### config.mk
export PLATFORM = sky130hd
export DESIGN_NAME = csr_result_streamer
export DESIGN_NICKNAME = d
export VERILOG_FILES = /design/src/rtl/csr_result_streamer.sv
export SDC_FILE = /design/constraint.sdc
export NUM_CORES = 2
export LEC_CHECK = 0
export CAP_MARGIN = 20
export CELL_PAD_IN_SITES_DETAIL_PLACEMENT = 0
export CELL_PAD_IN_SITES_GLOBAL_PLACEMENT = 1
export CORE_AREA = 5 5 613 615
export CTS_BUF_LIST = sky130_fd_sc_hd__clkbuf_2
export DETAILED_ROUTE_END_ITERATION = 8
export DIE_AREA = 0 0 618 620
export PLACE_DENSITY_LB_ADDON = 0.1
export SLEW_MARGIN = 20
export SYNTH_ARGS = -nofsm -noshare
export SYNTH_HDL_FRONTEND = slang
export SYNTH_SLANG_ARGS = --single-unit
### constraint.sdc
create_clock -name clk_i -period 6.25 [get_ports clk_i]
set_clock_uncertainty 0.2 [all_clocks]
set_input_delay 0.9375 -clock clk_i [delete_from_list [all_inputs] [get_ports clk_i]]
set_output_delay 0.9375 -clock clk_i [all_outputs]
set_load 0.02 [all_outputs]
### src/rtl/csr_result_streamer.sv
// csr_result_streamer: snapshots a CSR matrix (NVC/CIC/RPC) on core completion
// and streams one (row, col, value) beat per stored non-zero over valid/ready.
module csr_result_streamer #(
  parameter int NNZ_MAX = 16,
  parameter int DW      = 32,
  parameter int IW      = 4
) (
  input  logic                  clk_i,
  input  logic                  rst_ni,
  input  logic                  op_complete_i,
  input  logic [IW-1:0]         rows_i,
  input  logic [NNZ_MAX*DW-1:0] NVC_i,
  input  logic [NNZ_MAX*DW-1:0] CIC_i,
  input  logic [NNZ_MAX*DW-1:0] RPC_i,
  output logic                  m_valid_o,
  input  logic                  m_ready_i,
  output logic [IW-1:0]         m_row_o,
  output logic [IW-1:0]         m_col_o,
  output logic [DW-1:0]         m_val_o,
  output logic                  m_last_o,
  output logic                  busy_o,
  output logic                  done_o,
  output logic                  err_o
);

  localparam int PW = IW + 1;
  localparam int BW = NNZ_MAX * DW;
  localparam logic [PW-1:0] NNZ = PW'(NNZ_MAX);

  typedef enum logic [1:0] {
    S_IDLE,
    S_ROW,
    S_EMIT,
    S_DONE
  } state_t;

  state_t        r_state;
  logic [DW-1:0] r_nv [NNZ_MAX];
  logic [IW-1:0] r_ci [NNZ_MAX];
  logic [PW-1:0] r_rp [NNZ_MAX];
  logic [IW-1:0] r_rows;
  logic [IW-1:0] r_row;
  logic [PW-1:0] r_ptr;
  logic [PW-1:0] r_end;
  logic          r_opc_q;

  logic [IW-1:0] w_row_nx;
  logic [PW-1:0] w_s;
  logic [PW-1:0] w_e;
  logic [PW-1:0] w_s1;
  logic [PW-1:0] w_ptr1;
  logic [PW-1:0] w_ptr2;
  logic [PW-1:0] w_tot;
  logic [NNZ_MAX-1:0] w_unused_bits;

  assign w_row_nx = r_row + 1'b1;
  assign w_s      = r_rp[r_row];
  assign w_e      = r_rp[w_row_nx];
  assign w_s1     = w_s + 1'b1;
  assign w_ptr1   = r_ptr + 1'b1;
  assign w_ptr2   = r_ptr + 2'd2;
  assign w_tot    = r_rp[r_rows];

  always_comb begin
    w_unused_bits = '0;
    for (int k = 0; k < NNZ_MAX; k++) begin
      w_unused_bits[k] = ^{CIC_i[BW-1-DW*k -: DW-IW],
                           RPC_i[BW-1-DW*k -: DW-PW]};
    end
  end

  always_ff @(posedge clk_i or negedge rst_ni) begin
    if (!rst_ni) begin
      r_state   <= S_IDLE;
      r_rows    <= '0;
      r_row     <= '0;
      r_ptr     <= '0;
      r_end     <= '0;
      r_opc_q   <= 1'b0;
      m_valid_o <= 1'b0;
      m_row_o   <= '0;
      m_col_o   <= '0;
      m_val_o   <= '0;
      m_last_o  <= 1'b0;
      busy_o    <= 1'b0;
      done_o    <= 1'b0;
      err_o     <= 1'b0;
      for (int k = 0; k < NNZ_MAX; k++) begin
        r_nv[k] <= '0;
        r_ci[k] <= '0;
        r_rp[k] <= '0;
      end
    end else begin
      r_opc_q <= op_complete_i;
      unique case (r_state)
        S_IDLE: begin
          if (op_complete_i && !r_opc_q) begin
            for (int k = 0; k < NNZ_MAX; k++) begin
              r_nv[k] <= NVC_i[BW-1-DW*k -: DW];
              r_ci[k] <= CIC_i[BW-DW*(k+1) +: IW];
              r_rp[k] <= RPC_i[BW-DW*(k+1) +: PW];
            end
            r_rows  <= rows_i;
            r_row   <= '0;
            err_o   <= 1'b0;
            busy_o  <= 1'b1;
            r_state <= S_ROW;
          end
        end
        S_ROW: begin
          if (r_row == r_rows) begin
            done_o  <= 1'b1;
            r_state <= S_DONE;
          end else if (w_e < w_s || w_e > NNZ) begin
            err_o <= 1'b1;
            r_row <= w_row_nx;
          end else if (w_s == w_e) begin
            r_row <= w_row_nx;
          end else begin
            r_ptr     <= w_s;
            r_end     <= w_e;
            m_valid_o <= 1'b1;
            m_row_o   <= r_row;
            m_col_o   <= r_ci[w_s[IW-1:0]];
            m_val_o   <= r_nv[w_s[IW-1:0]];
            // last only at a row end, so a non-monotonic RP cannot cut a row short
            m_last_o  <= (w_s1 == w_tot) && (w_s1 == w_e);
            r_state   <= S_EMIT;
          end
        end
        S_EMIT: begin
          if (m_ready_i) begin
            if (m_last_o) begin
              m_valid_o <= 1'b0;
              m_last_o  <= 1'b0;
              done_o    <= 1'b1;
              r_state   <= S_DONE;
            end else if (w_ptr1 == r_end) begin
              m_valid_o <= 1'b0;
              r_row     <= w_row_nx;
              r_state   <= S_ROW;
            end else begin
              r_ptr    <= w_ptr1;
              m_col_o  <= r_ci[w_ptr1[IW-1:0]];
              m_val_o  <= r_nv[w_ptr1[IW-1:0]];
              m_last_o <= (w_ptr2 == w_tot) && (w_ptr2 == r_end);
            end
          end
        end
        S_DONE: begin
          done_o  <= 1'b0;
          busy_o  <= 1'b0;
          r_state <= S_IDLE;
        end
        default: r_state <= S_IDLE;
      endcase
    end
  end

endmodule

; Word-level counts from Yosys, hierarchy flattened
; Index checks and enable logic that the tools add are counted.
[op_classes]
add_sub_neg = 4
magnitude_cmp = 7
eq_ne = 25
mux = 82
bitwise_logic = 8
reduce_logical = 21
[op_table]
columns = op, count
row1 = $mux W32, 10
row2 = $bmux W32 S4, 2
row3 = $mux W4, 17
row4 = $pmux W32 S2, 1
row5 = $bmux W5 S4, 3
row6 = $mux W5, 12
row7 = $bmux W4 S4, 2
row8 = $eq A5 B5 Y1, 6
row9 = $ge A5 B5 Y1 const B, 5
row10 = $not A4 Y5, 5
row11 = $ne A2 B2 Y1 const B, 11
row12 = $mux W1, 19
row13 = $mux W2, 7
row14 = $reduce_and A7 Y1, 2
row15 = $ne A3 B3 Y1 const B, 4
row16 = $pmux W4 S3, 1
row17 = $reduce_and A4 Y1, 3
row18 = $add A5 B1 Y5 const B, 2
row19 = $pmux W5 S2, 1
row20 = $reduce_and A5 Y1, 2
row21 = $pmux W1 S2, 4
row22 = $pmux W2 S4, 1
row23 = $pmux W4 S2, 1
row24 = $reduce_and A6 Y1, 1
row25 = 16 further kinds, 25
[word_totals]
reg_bits = 722
out_inout_bits = 45

; Depth between registers and ports, before layout
[logic_depth]
depth_word = 12
mapped_depth = 20

; Worst setup path before layout
; Ideal clock, no wire load.
[synth_timing]
path_kind = register -> register
from = register r_row[1]
to = register r_row[2]
arrival_time_ns = 3.761
t_required_ns = 5.967
slack_ns = 2.206
stages_incl_launch_ff = 18
path_buffers = 4
period_less_slack_ns = 4.044
path_cell_list = dfrtp_1 -> buf_2 -> mux4_2 -> a22oi_2 -> and2_1 -> buf_2 -> buf_2 -> buf_2 -> ha_1 -> nor2b_1 -> o21a_1 -> o21a_1 -> o21ai_0 -> nand2b_1 -> a31o_2 -> a21oi_1 -> a31oi_1 -> o22ai_1
[synth_between]
elab_chain_len = 10
elab_cells_between_ends = 24
cone_classes = add/sub: 1 / order compare: 2 / eq/ne: 4 / mux: 13 / bitwise: 2 / reduce/logical: 2
[synth_rtl]
columns = item, line_no
row1 = start: declaration, 42  ; logic [IW-1:0] r_row;
row2 = start signal: assignment, 116  ; r_row <= w_row_nx;
row3 = start signal: assignment, 118  ; r_row <= w_row_nx;
row4 = start signal: assignment, 140  ; r_row <= w_row_nx;
row5 = $add A4 B1 Y4, 56  ; assign w_row_nx = r_row + 1'b1;
row6 = $not A4 Y5 (implied by the code), 58  ; assign w_e = r_rp[w_row_nx];
row7 = $bmux W5 S4, 58
row8 = $mux W5 (implied by the code) (2 in a row), 58
row9 = $lt A5 B5 Y1 / $gt A5 B5 Y1 (equally long branches), 114  ; end else if (w_e < w_s || w_e > NNZ) begin
row10 = $logic_or A1 B1 Y1, 114
row11 = $mux W4, 114
row12 = $mux W4, 111  ; if (r_row == r_rows) begin
row13 = $pmux W4 S3, 95  ; unique case (r_state)
; Parallel ways exist; a longest one is shown, timed or not. The select of a mux whose other input is x is not followed.
; A chain may end at the register's enable or synchronous reset.

; Final worst setup path
[layout_timing]
from = register r_row[1]
to = register m_col_o[3]
[layout_between]
elab_cells_between_ends = 26
cone_classes = add/sub: 1 / order compare: 2 / eq/ne: 5 / mux: 13 / bitwise: 3 / reduce/logical: 2
[layout_lines]
columns = item, line_no
row1 = $add A4 B1 Y4 (*), 56
row2 = $not A4 Y5 (implied by the code) (*), 58
row3 = $bmux W5 S4 (*), 58
row4 = $mux W5 (implied by the code) (*) (2 in a row), 58
row5 = net w_e[3], 49  ; logic [PW-1:0] w_e;
row6 = $lt A5 B5 Y1 / $gt A5 B5 Y1 (equally long branches), 114
row7 = $logic_or A1 B1 Y1, 114
row8 = $ne A2 B2 Y1 (no source line), n/a
row9 = $reduce_and A7 Y1 (no source line) (*), n/a
row10 = end signal: assignment, 124  ; m_col_o <= r_ci[w_s[IW-1:0]];
row11 = end signal: assignment, 144  ; m_col_o <= r_ci[w_ptr1[IW-1:0]];
row12 = end: declaration, 18  ; output logic [IW-1:0] m_col_o,
; Mark *: on every way through the listed nets, which the timed path passes. The rest lies on a longest branch. The select of a mux whose other input is x is not followed.

==> flow_summary_export.csv <==
group,metric,value,unit
cts,clock_latency,1640,ps
power,power.density,550,mW/mm2
sta,final_hold_viol_count,0,
synthesis,ys_warn_count,0,
worst_setup_path,crit_fanout,81,
min_path,hp-class,"reg -> reg",
power,p_leak,29.6,nW
sta,slew_viol_final,0,
run_status,status,"finished clean",
power,power,37.6,mW
cts,clk_pin_slew,100,ps
layout,nNetsFinal,8252,
global_routing,grt_max_degree,141,
die,dieHeight,620,um
die,die_x,618,um
sta,rsz0062_at_grt,"false",
global_routing,grt_remaining_overflow,0,
synthesis,syn_nets,6225,
worst_setup_path,crit_path_cell_trace,"buf_4, ha_1, mux4_2, mux2i_1, o211ai_2, ha_1, o21a_1, o21ai_0, nand2b_1, nand4_2, a22oi_2, buf_12, nor2_1, a21oi_1",
die,rows,224,
cts,cts_buffers,270,
layout,syn_to_final_growth,73.0,%
worst_setup_path,crit_start,"r_row[1]$_DFFE_PN0P_",
global_routing,antenna_found_initial,90,
worst_setup_path,crit_slowest_cell,"ha_1",
layout,layout_common_cells,"nand2_1 (2430), dlygate4sd3_1 (1305), dfrtp_1 (719), clkdlybuf4s50_1 (707), clkbuf_2 (386)",
die,design.core.area,0.370,mm2
placed_design,post-dp-hpwl,194000,um
worst_setup_path,crit_required,7510,ps
synthesis,synth_cells,4667,
sta,max_freq,197,MHz
synthesis,synth-edff-count,0,
worst_setup_path,cpPeakStageDelay,660,ps
layout,final_cells,11900,
synthesis,synth_cell_type_count,54,
die,top_level_ports,1589,
synthesis,ys_seq_area_share,45.8,%
layout,fill_cells,41700,
synthesis,synthArstFlopShare,100,%
worst_setup_path,path_class,"reg -> reg",
global_routing,grt_pass1_vias,44900,
synthesis,avgSynthCellArea,8.46,um2
synthesis,synthFlopType,"dfrtp_1",
drt,ant_nets,0,
layout,layout_commonest_cell,"nand2_1",
placed_design,placed_cells,10100,
cts,cts_tree,"built",
global_routing,gr-usage-all-layers,13.9,%
sta,post-route-min-period,5080,ps
global_routing,grt_pass1_wl,376000,um
worst_setup_path,start_kind,"flip-flop",
synthesis,synth-seq-cells,722,
worst_setup_path,crit_arrival,6340,ps
synthesis,netlist_area,0.0395,mm2
cts,h-tree-depth,5,
die,start_util,10.7,%
cts,cts_root_buf,"clkbuf_2",
sta,setup-violations-final,0,
drt,totalWireLength,275000,um
worst_setup_path,crit_path_end_kind,"flip-flop",
die,die-area,0.383,mm2
drt,dr.first_iter.drc_count,2161,
placed_design,port-buffer-count,708,
cts,cts_sinks,722,
placed_design,gp_congestion,0.742,
min_path,min-delay-start,"r_nv[282]$_DFFE_PN0P_",
drt,avgRoutedWirePerCell,23.2,um
drt,vias,43100,
sta,maxSlewHeadroom,30.5,%
power,ir_drop,0.442,mV
layout,final_layout_size_suffix_gt1_share,11.2,%
drt,dr.pass1.iters,5,
drt,viasPerCell,3.63,
sta,fin_crit_sh,81.3,%
worst_setup_path,crit_top_cell,"ha_1",
drt,drc_errors,0,
worst_setup_path,r2r-start,"r_row[1]$_DFFE_PN0P_",
job,cap_violations,0,
cts,clockBufferDepth,4,
sta,tns,0,ps
sta,worst_pin_slew,1040,ps
[power by group]
group          internal [mW]  switching (mW)
combinational           8.38            15.3
sequential              6.87            2.25
clock                   2.01            2.78
[synthesized netlist by cell type (16+ instances only)]
cell | count | share of area, %
clkbuf_1 | 284 | 2.7
and3_1 | 146 | 2.3
dfrtp_1 | 722 | 46
a31oi_1 | 112 | 1.8
a311oi_1 | 72 | 1.6
nor2_1 | 49 | 0.47
a21oi_1 | 120 | 1.5
mux4_2 | 206 | 12
a211oi_1 | 146 | 2.8
buf_2 | 44 | 0.56
nand2_1 | 2430 | 23
nand3_1 | 90 | 1.1
o22ai_1 | 39 | 0.62
xnor2_1 | 16 | 0.36
buf_1 | 31 | 0.29
[cells by family after synthesis]
| logic type | share of synthesized area, % |
|---|---|
| compound gates | 9.18 |
| xor+xnor | 0.485 |
| fa+ha+maj | 0.444 |
| buf+inv | 3.91 |
| flops | 45.8 |
| mux | 12.4 |
| simple gates | 27.8 |
[cell type report]
cell class,instances,area [um2],share of cell area (%)
multi-input cells,3560,20000,29.2
repair buffers,2124,21500,31.5
clock buffers,386,1930,2.83
inverters,16,67.6,0.0989
clock inverters,60,485,0.711
flip-flops and latches,722,18100,26.5
well taps,4972,6220,9.11
diodes,34,85.1,0.125
[per-layer routing]
| metal | vias up | GRT usage [%] | routed length, um |
|---|---|---|---|
| li1 | 20000 | - | - |
| met1 | 21500 | 20.8 | 140000 |
| met2 | 1247 | 20.7 | 116000 |
| met3 | 380 | 2.39 | 12700 |
| met4 | 22 | 3.12 | 6520 |
| met5 | - | 0 | 138 |
[metrics by stage]
step | setup WS (ps) | area, um2 | util (%) | hold slack, ps
floorplan | 2210 | 39500 | - | 255
global placement | 1250 | 52700 | 14.2 | 280
global route | 861 | 68300 | 18.4 | 94.8
finish | 1170 | 68300 | 18.4 | 298
detailed placement | 1190 | 52700 | 14.2 | 283
CTS | 1100 | 68200 | 18.4 | 0.855
[registers in the layout (all words and copies together) (netlist names)]
| signal | cells |
|---|---|
| r_ci | 64 |
| r_ptr | 5 |
| m_row_o | 4 |
| r_opc_q | 1 |
| r_rp | 80 |
| r_nv | 512 |
| err_o | 1 |
| done_o | 1 |
| r_rows | 4 |
| busy_o | 1 |
| m_col_o | 4 |
| r_row | 4 |
| m_last_o | 1 |
| r_state | 2 |
| m_valid_o | 1 |
| r_end | 5 |
| m_val_o | 32 |
[final timing paths]
path / to / slack [ps] / cells after the start
worst max register to register: m_col_o[3]$_DFFE_PN0P_ / 1170 / 14
worst min-delay path: r_nv[282]$_DFFE_PN0P_ / 300 / 2
worst min register to register: r_nv[282]$_DFFE_PN0P_ / 300 / 2
max in group asynchronous: r_nv[206]$_DFFE_PN0P_ / 3840 / 6
worst max-delay path: m_col_o[3]$_DFFE_PN0P_ / 1170 / 14
min in group asynchronous: r_nv[496]$_DFFE_PN0P_ / 860 / 5
[what timing repair did]
action / CTS / global route
gates resized for setup: 0 / 0
endpoints found under the setup margin: 0 / 0
buffers inserted: 0 / 0
endpoints found under the hold margin: 1400 / 0
hold buffers: 1306 / 0
[worst max-delay path: cells and delay by family (launching register included)]
family / cells / cell delay, ps
AO/OA/AOI/OAI: 5 / 850
AND/OR/NAND/NOR: 3 / 430
flip-flops: 1 / 560
adder cells (fa/ha/maj): 2 / 1020
multiplexers: 2 / 1050
buffers and inverters: 2 / 610
(Power assumes the default switching activity.)
